File: config.mk
export PLATFORM = sky130hd
export DESIGN_NAME = elevator_call_scheduler
export DESIGN_NICKNAME = d
export VERILOG_FILES = /design/src/rtl/elevator_pkg.sv /design/src/rtl/elevator_call_scheduler_floor_pick.sv /design/src/rtl/elevator_call_scheduler.sv
export SDC_FILE = /design/constraint.sdc
export NUM_CORES = 1
export LEC_CHECK = 0
export CORE_ASPECT_RATIO = 1.4
export CORE_MARGIN = 2
export CORE_UTILIZATION = 59
export DETAILED_ROUTE_END_ITERATION = 10
export PLACE_DENSITY = 0.87
export SYNTH_ARGS = -nofsm -noshare
export SYNTH_HDL_FRONTEND = slang
export SYNTH_SLANG_ARGS = --single-unit
File: constraint.sdc
create_clock -name clk -period 6.2 [get_ports clk]
set_input_delay 1.24 -clock clk [delete_from_list [all_inputs] [get_ports clk]]
set_output_delay 1.24 -clock clk [all_outputs]
set_load 0.01 [all_outputs]
File: src/rtl/elevator_pkg.sv
// Shared types for the elevator call scheduler: direction codes, FSM states, floor width.
package elevator_pkg;

    localparam int FLOOR_W = 4;

    typedef enum logic [1:0] {
        DIR_NONE = 2'b00,
        DIR_UP   = 2'b01,
        DIR_DOWN = 2'b10
    } dir_t;

    typedef enum logic [2:0] {
        IDLE   = 3'd0,
        SEEK   = 3'd1,
        TRAVEL = 3'd2,
        DWELL  = 3'd3,
        HALT   = 3'd4
    } state_t;

endpackage

File: src/rtl/elevator_call_scheduler_floor_pick.sv
// SCAN pick: current floor, else nearest ahead in sweep direction, else nearest behind.
// Purely combinational, no backpressure.
module floor_pick
    import elevator_pkg::*;
#(
    parameter int NUM_FLOORS = 16
) (
    input  logic [NUM_FLOORS-1:0] pending,
    input  logic [FLOOR_W-1:0]    car_floor,
    input  dir_t                  sweep_dir,
    output logic                  pick_valid,
    output logic [FLOOR_W-1:0]    pick_floor,
    output dir_t                  pick_dir
);

    logic               here;
    logic               up_v;
    logic               dn_v;
    logic [FLOOR_W-1:0] up_f;
    logic [FLOOR_W-1:0] dn_f;

    always_comb begin
        here = 1'b0;
        up_v = 1'b0;
        up_f = '0;
        dn_v = 1'b0;
        dn_f = '0;
        // Descending scan leaves the lowest floor above; ascending leaves the highest below.
        for (int i = NUM_FLOORS - 1; i >= 0; i--) begin
            if (pending[i] && (FLOOR_W'(i) > car_floor)) begin
                up_v = 1'b1;
                up_f = FLOOR_W'(i);
            end
        end
        for (int i = 0; i < NUM_FLOORS; i++) begin
            if (pending[i] && (FLOOR_W'(i) < car_floor)) begin
                dn_v = 1'b1;
                dn_f = FLOOR_W'(i);
            end
            if (pending[i] && (FLOOR_W'(i) == car_floor)) begin
                here = 1'b1;
            end
        end
    end

    always_comb begin
        pick_valid = 1'b0;
        pick_floor = car_floor;
        if (here) begin
            pick_valid = 1'b1;
        end else if (sweep_dir == DIR_DOWN) begin
            if (dn_v) begin
                pick_valid = 1'b1;
                pick_floor = dn_f;
            end else if (up_v) begin
                pick_valid = 1'b1;
                pick_floor = up_f;
            end
        end else begin
            if (up_v) begin
                pick_valid = 1'b1;
                pick_floor = up_f;
            end else if (dn_v) begin
                pick_valid = 1'b1;
                pick_floor = dn_f;
            end
        end

        if (pick_floor > car_floor) begin
            pick_dir = DIR_UP;
        end else if (pick_floor < car_floor) begin
            pick_dir = DIR_DOWN;
        end else begin
            pick_dir = sweep_dir;
        end
    end

endmodule

File: src/rtl/elevator_call_scheduler.sv
// Latches floor calls and drives one SCAN-ordered target floor with door dwell and emergency halt.
// All outputs registered; SEEK adds one cycle between retire and next target; car is never stalled.
module elevator_call_scheduler
    import elevator_pkg::*;
#(
    parameter int NUM_FLOORS       = 16,
    parameter int DOOR_HOLD_CYCLES = 8
) (
    input  logic                  clk,
    input  logic                  reset,
    input  logic [NUM_FLOORS-1:0] call_req,
    input  logic [FLOOR_W-1:0]    car_floor,
    input  logic                  car_door_open,
    input  logic                  emergency,
    output logic [FLOOR_W-1:0]    target_floor,
    output logic                  target_valid,
    output logic [1:0]            sweep_dir,
    output logic [NUM_FLOORS-1:0] pending,
    output logic                  halted
);

    localparam int CNT_W = (DOOR_HOLD_CYCLES > 1) ? $clog2(DOOR_HOLD_CYCLES) : 1;

    state_t                state_q;
    dir_t                  sweep_q;
    logic [FLOOR_W-1:0]    target_q;
    logic                  valid_q;
    logic                  halted_q;
    logic [CNT_W-1:0]      cnt_q;
    logic [NUM_FLOORS-1:0] pending_q;
    logic [NUM_FLOORS-1:0] pending_d;

    logic [NUM_FLOORS-1:0] car_mask;
    logic [NUM_FLOORS-1:0] tgt_mask;
    logic [NUM_FLOORS-1:0] pick_pending;
    logic                  pick_valid;
    logic [FLOOR_W-1:0]    pick_floor;
    dir_t                  pick_dir;
    logic                  retarget;
    logic                  dwell_done;
    logic                  retire;

    always_comb begin
        car_mask = '0;
        tgt_mask = '0;
        for (int i = 0; i < NUM_FLOORS; i++) begin
            if (FLOOR_W'(i) == car_floor) car_mask[i] = 1'b1;
            if (FLOOR_W'(i) == target_q)  tgt_mask[i] = 1'b1;
        end
    end

    // While travelling the car's own floor is excluded so the pick is the nearest floor strictly ahead.
    assign pick_pending = (state_q == TRAVEL) ? (pending_q & ~car_mask) : pending_q;

    floor_pick #(
        .NUM_FLOORS (NUM_FLOORS)
    ) u_pick (
        .pending    (pick_pending),
        .car_floor  (car_floor),
        .sweep_dir  (sweep_q),
        .pick_valid (pick_valid),
        .pick_floor (pick_floor),
        .pick_dir   (pick_dir)
    );

    always_comb begin
        retarget = 1'b0;
        if (pick_valid && (pick_dir == sweep_q)) begin
            if (sweep_q == DIR_UP) begin
                retarget = (pick_floor > car_floor) && (pick_floor < target_q);
            end else if (sweep_q == DIR_DOWN) begin
                retarget = (pick_floor < car_floor) && (pick_floor > target_q);
            end
        end
    end

    assign dwell_done = (state_q == DWELL) && car_door_open
                        && (cnt_q == CNT_W'(DOOR_HOLD_CYCLES - 1));
    assign retire     = dwell_done && !emergency;
    // A same-cycle call on the floor being retired is dropped: the door is already open there.
    assign pending_d  = (pending_q | call_req) & ~(retire ? tgt_mask : '0);

    always_ff @(posedge clk or negedge reset) begin
        if (!reset) begin
            state_q   <= IDLE;
            sweep_q   <= DIR_NONE;
            target_q  <= '0;
            valid_q   <= 1'b0;
            halted_q  <= 1'b0;
            cnt_q     <= '0;
            pending_q <= '0;
        end else begin
            pending_q <= pending_d;
            if (emergency) begin
                state_q  <= HALT;
                target_q <= car_floor;
                valid_q  <= 1'b0;
                halted_q <= 1'b1;
                cnt_q    <= '0;
            end else begin
                halted_q <= 1'b0;
                case (state_q)
                    IDLE: begin
                        target_q <= car_floor;
                        valid_q  <= 1'b0;
                        sweep_q  <= DIR_NONE;
                        if (|pending_q) state_q <= SEEK;
                    end
                    SEEK: begin
                        if (pick_valid) begin
                            target_q <= pick_floor;
                            valid_q  <= 1'b1;
                            sweep_q  <= pick_dir;
                            state_q  <= TRAVEL;
                        end else begin
                            target_q <= car_floor;
                            valid_q  <= 1'b0;
                            sweep_q  <= DIR_NONE;
                            state_q  <= IDLE;
                        end
                    end
                    TRAVEL: begin
                        if (car_floor == target_q) begin
                            cnt_q   <= '0;
                            state_q <= DWELL;
                        end else if (retarget) begin
                            target_q <= pick_floor;
                        end
                    end
                    DWELL: begin
                        if (car_door_open) begin
                            if (dwell_done) begin
                                cnt_q   <= '0;
                                state_q <= SEEK;
                            end else begin
                                cnt_q <= cnt_q + 1'b1;
                            end
                        end
                    end
                    HALT: begin
                        target_q <= car_floor;
                        state_q  <= SEEK;
                    end
                    default: state_q <= IDLE;
                endcase
            end
        end
    end

    assign target_floor = target_q;
    assign target_valid = valid_q;
    assign sweep_dir    = sweep_q;
    assign pending      = pending_q;
    assign halted       = halted_q;

endmodule

## Word-level counts from Yosys, hierarchy flattened

Cells that the tools add are included.

- Word-level logic and storage cells: 316
- Input bits: 24
- Register bits: 30

- Mux-type cells: 153
- Bitwise operators: 6
- Magnitude comparators: 36
- Equal/unequal tests: 45
- $add $sub $neg: 1
- Reduce and logical (&&, ||, !) cells: 68

Operators by type and width:

| cell | number |
|---|---|
| $mux 4 | 34 |
| $mux 1 | 93 |
| $eq 4x4->1 const A | 16 |
| $logic_and 1x1->1 | 54 |
| $mux 3 | 13 |
| $and 16x16->16 | 2 |
| $eq 3x4->1 const A | 8 |
| $gt 4x4->1 const A | 8 |
| $lt 4x4->1 const A | 8 |
| $mux 16 | 2 |
| $not 16->16 | 2 |
| $eq 2x4->1 const A | 4 |
| $gt 3x4->1 const A | 4 |
| $lt 3x4->1 const A | 4 |
| $or 16x16->16 | 1 |
| $reduce_or 16->1 | 1 |
| $ne 3x3->1 const B | 5 |
| $pmux 3 s5 | 1 |
| $mux 2 | 6 |
| $pmux 4 s3 | 1 |
| $eq 1x4->1 const A | 2 |
| $gt 1x4->1 const A | 2 |
| $gt 2x4->1 const A | 2 |
| $gt 4x4->1 | 2 |
| other kinds (26) | 34 |

## Logic depth before layout (Yosys ltp)

- Depth after elaboration: 36
- Depth in mapped cells: 20

## Hierarchy

A second synthesis with hierarchy kept.

- Cell total of the unflattened synthesis: 392
- Area total of the unflattened synthesis: 3079.2 um^2

Modules (own cells, without submodules):

| module | area an instance (um^2) | cells an instance | sequential area each (um^2) | instances |
|---|---|---|---|---|
| elevator_call_scheduler | 1851.8 | 199 | 750.7 | 1 |
| floor_pick | 1227.4 | 193 | 0.0 | 1 |

## Worst setup path after synthesis

No wires, ideal clock.

- Path kind: input-to-reg
- Start point: input car_floor[3]
- End point: register target_q[0], in the netlist target_floor[0]
- Cell stages on the path: 18
- Path buffers: 1
- Arrival: 4640 ps
- Setup slack: 1429 ps
- Data required time: 6069 ps
- Path through: buf_6 -> or3_4 -> o21a_1 -> a2111oi_4 -> nand3_1 -> nand2_1 -> a32o_1 -> nor2_1 -> a211oi_1 -> ha_1 -> nor2b_1 -> o21a_1 -> o21ai_0 -> a2111oi_0 -> mux2_2 -> a311oi_4 -> a311o_2 -> o221ai_2

- Word-level cells in the longest chain between the ends: 34

Ends and longest elaborated chain:

| item | RTL line | text |
|---|---|---|
| start, declared | elevator_call_scheduler.sv:12 | `input logic [FLOOR_W-1:0] car_floor,` |
| $eq 4x4->1 or $logic_not 4->1 (tied branches) | elevator_call_scheduler_floor_pick.sv:40, elevator_call_scheduler.sv:47 |  |
| $mux 1 | elevator_call_scheduler.sv:47 | `if (FLOOR_W'(i) == car_floor) car_mask[i] = 1'b1;` |
| $not 16->16 | elevator_call_scheduler.sv:53 | `assign pick_pending = (state_q == TRAVEL) ? (pending_q & ~car_mask) : pending_q;` |
| $and 16x16->16 | elevator_call_scheduler.sv:53 |  |
| $mux 16 | elevator_call_scheduler.sv:53 |  |
| $logic_and 1x1->1 (on tied branches) | elevator_call_scheduler_floor_pick.sv:30, elevator_call_scheduler_floor_pick.sv:36 |  |
| $mux 4 (tied with other cells) (16 in series) | elevator_call_scheduler_floor_pick.sv:30 | `if (pending[i] && (FLOOR_W'(i) > car_floor)) begin` |
| $mux 4 (on tied branches) | elevator_call_scheduler_floor_pick.sv:55, elevator_call_scheduler_floor_pick.sv:63 |  |
| (+3 left out) | -- |  |
| $lt 4x4->1 | elevator_call_scheduler_floor_pick.sv:71, elevator_call_scheduler.sv:72 |  |
| $mux 2 | elevator_call_scheduler_floor_pick.sv:71 | `end else if (pick_floor < car_floor) begin` |
| $mux 2 | elevator_call_scheduler_floor_pick.sv:69 | `if (pick_floor > car_floor) begin` |
| $eq 2x2->1 | elevator_call_scheduler.sv:68 | `if (pick_valid && (pick_dir == sweep_q)) begin` |
| $logic_and 1x1->1 | elevator_call_scheduler.sv:68 |  |
| $mux 1 | elevator_call_scheduler.sv:68 |  |
| $ne 3x3->1 (no line) | -- |  |
| $reduce_and 3->1 (no line) | -- |  |
| end signal, assigned | elevator_call_scheduler.sv:96 | `target_q <= car_floor;` |
| end signal, assigned | elevator_call_scheduler.sv:104 | `target_q <= car_floor;` |
| end signal, assigned | elevator_call_scheduler.sv:111 | `target_q <= pick_floor;` |
| end, declared | elevator_call_scheduler.sv:26 | `logic [FLOOR_W-1:0] target_q;` |

Several ways; a longest one is shown, not always the timed one. The select of a mux whose other input is x is not followed.
A chain may end at the register's enable or synchronous reset.

## Worst setup path after layout

- Start point: input car_floor[0]
- End point: register target_q[0], in the netlist target_floor[0]

Same word-level chain as after synthesis.

==> out/summary.txt <==
status: finished, final reports clean
Async S/R FF share, synth: 1.00
#FFs+latches synth: 30
Fin. Hold Viols: 0
Hold Path Origin: cnt_q[0]
Hold EP: cnt_q[0]
Post-synth top flop: dfrtp_1
Routed WL: 9620 um
Tot GR Track Use: 0.354
RR Endpoint: target_floor[0]
die extent in y: 87.7 um
First DRT Iteration DRCs: 465
Max FO, Critical Path: 19
Routed WL per cell: 20.6 um
Tmin final: 5.78 ns
multiplexer share of the synthesized area: 0.0310
largest family of logic cells by synthesized area: compound AO/OA/AOI/OAI gates
TNS Setup: 0 ns
Netlist Area Pre-Place: 0.00295 mm^2
adder-cell share of the synthesized area: 0.0458
area grow syn2layout: 20.1%
vias in the first global route: 3,101
Post-CTS Setup Inserts: 0
Max-Slew Margin vs Limit: 0.400
VDD IR max: 179 uV
CTS Root Cell: clkbuf_8
critical path class: input port to flop
CTS buffer count: 5
CP endpoint kind: flop
RSZ-0062 raised after global routing: no
FF-to-FF Start: pending[6]
Mapped Nets: 399
number of hold buffers added after CTS: 0
TritonCTS Sinks: 30
Fmax: 173 MHz
via count: 3,223
Cells after Synth: 365
number of port buffers: 47
latest clock arrival within the worst-skew pair: 0.28 ns
Hold Crit Depth: 1
First-pass DRT Iterations: 7
EDFF count, synth: 0
register area share after synthesis: 0.254
ratio of cells with drive above 1 in the final layout: 0.132
Nets: 436
GPL Wtd Cong: 1.06
initial antenna violation count: 0
FILL cells: 360
Core Footprint: 0.00484 mm^2
Max Cap Viol: 0
die area: 0.00559 mm^2
Clock transition at path regs: 0.06 ns
library cells used by synthesis: 78
crit start category: input port
simple-gate share of the synthesized area: 0.241
yosys warns: 0
crit path DAT: 5.94 ns
Reg2Reg Setup Slack: 1.69 ns
Antenna Violating Nets Remaining: 0
IO Pins: 48
global-route wire length before repair: 15,300 um
# DRC: 0
post-detail-place hpwl: 7010 um
Layout Skew: 0.00751 ns
row cnt: 30
Tightest Pin Transition: 0.892 ns
htree depth: 2
initial core utilization: 0.609
clk buf depth: 2
Worst Hold Class: flop to flop
Finish-stage setup viols: 0
complex-gate fraction of the synthesized area: 0.343
length in cells of the worst reg-to-reg path: 16
Worst Path Required: 6.37 ns
vias per inst: 6.90
largest net degree at the start of global routing: 38
Die W: 63.8 um
Leak: 1.37 nW
grt ovf: 0
Final period util: 0.931
diode count: 0
Syn Area/Cell: 8.08 um^2
XOR/XNOR Fraction of Synth Area: 0.0119
fin. max-slew vios: 0
CTS tree: yes
Fin Hold WS: 0.489 ns
pwr/cell area: 162 mW/mm^2
post-cts resize count: 0
==> worst max-delay path, cell delays in order <==
cell and delay, ns:
clkdlybuf4s50_1 0.89, inv_1 0.23, o41ai_2 0.50, a21oi_1 0.08, o21ai_0 0.17, o2bb2ai_1 0.16, a32o_1 0.18, nor2_1 0.05
a211oi_1 0.31, ha_1 0.31, nor2b_1 0.13, o21a_1 0.15, o21ai_0 0.33, a2111oi_0 0.16, mux2_2 0.31, a311oi_4 0.45
a311o_2 0.19, o221ai_2 0.09
==> state kept, by name, indices dropped and copies added, names as in the netlist <==
signal,cells
cnt_q,3
halted,1
pending,16
state_q,3
sweep_dir,2
target_floor,4
target_valid,1
==> cell usage in the layout (no fill, tap or decap), drive strengths merged, types with 5 or more instances in the layout <==
cell | Yosys | routed
nand2 | 31 | 31
and2 | 6 | 6
nand3 | 13 | 13
o22ai | 6 | 6
a21oi | 30 | 30
o211ai | 5 | 5
o32a | 5 | 5
ha | 10 | 10
o21ai | 24 | 24
dfrtp | 30 | 30
nor3 | 6 | 6
nor2b | 6 | 6
nand2b | 7 | 7
clkdlybuf4s50 | 0 | 47
a31oi | 10 | 10
mux2i | 8 | 8
buf | 15 | 13
clkbuf | 15 | 7
nor2 | 37 | 37
nor4 | 6 | 6
inv | 15 | 15
==> Yosys cell counts (all sizes together), types with 2 or more instances <==
cell,instances,area [um^2]
and2,6,37.5
nand3,13,70.1
a22o,3,26.3
and3,4,25.0
nand2b,7,43.8
o41ai,3,52.6
o221a,3,33.8
o32a,5,50.1
a2111oi,2,36.3
a21o,3,22.5
o32ai,2,17.5
or3,2,17.5
o22ai,6,50.0
xor2,4,35.0
clkbuf,15,56.3
nor2b,6,37.5
ha,10,125
or2,4,27.5
o211a,3,30.0
a211o,4,35.0
nand4,4,25.0
dfrtp,30,751
a31oi,10,68.8
nor3b,4,30.0
o211ai,5,37.5
a21oi,30,150
or3b,2,17.5
o21a,3,22.5
nor2,37,144
o21ai,24,128
nor4,6,37.5
nand2,31,119
inv,15,56.3
a22oi,3,22.5
nor3,6,30.0
buf,15,101
a41oi,2,25.0
o2111ai,3,26.3
mux2i,8,80.1
a311oi,3,50.1
==> report_power, final <==
group / internal, W / switching [W]
clock: 0.0000892 / 0.0000689
combinational: 0.0000867 / 0.000108
sequential: 0.000203 / 0.0000165
total: 0.000379 / 0.000194
==> how the worst max path moves through the flow <==
stage,slack (ns),depth (start not counted),end,from
floorplan,1.43,18,target_floor[0],car_floor[3]
global placement,0.42,19,target_floor[0],car_floor[2]
detailed placement,0.31,19,target_floor[0],car_floor[0]
CTS,0.57,19,target_floor[0],car_floor[0]
global route,0.09,18,target_floor[0],car_floor[0]
finish,0.42,18,target_floor[0],car_floor[0]
==> metrics by stage <==
step	power, W	instance area [um^2]	worst slack (ns)	cells	utilization
2_1_floorplan	0.000343	2950	1.43	365	-
3_3_place_gp	0.000407	3450	0.421	459	0.713
3_5_place_dp	0.000411	3450	0.310	459	0.713
4_1_cts	0.000569	3540	0.567	467	0.732
5_1_grt	0.000600	3540	0.0903	467	0.732
6_report	0.000573	3540	0.425	467	0.732
==> logic make-up (layout without fill, tap and decap cells) <==
| group | count (synthesis) | after routing |
|---|---|---|
| and+or+nand+nor | 136 | 136 |
| muxes | 9 | 9 |
| AOI/OAI and AO/OA | 130 | 130 |
| DFF | 30 | 30 |
| adders and majority gates | 11 | 11 |
| buffers and inverters | 45 | 83 |
| xor gates and xnor gates | 4 | 4 |
==> final cells by class <==
type | instances | area, um^2 | area share
Clock buffer | 7 | 86.3 | 0.0244
Tap cell | 64 | 80.1 | 0.0226
Sequential cell | 30 | 751 | 0.212
Timing Repair Buffer | 60 | 581 | 0.164
Clock inverter | 1 | 5.00 | 0.00141
Multi-Input combinational cell | 290 | 1990 | 0.560
Inverter | 15 | 56.3 | 0.0159
==> routing by layer <==
layer / vias to the layer above / routed length (um) / GRT usage
li1: 1449 / - / -
met5: - / 0 / 0
met2: 220 / 4590 / 0.589
met4: 0 / 792 / 0.291
met1: 1479 / 3550 / 0.405
met3: 75 / 689 / 0.0527
Note: power is estimated with default switching activity, not from simulation.
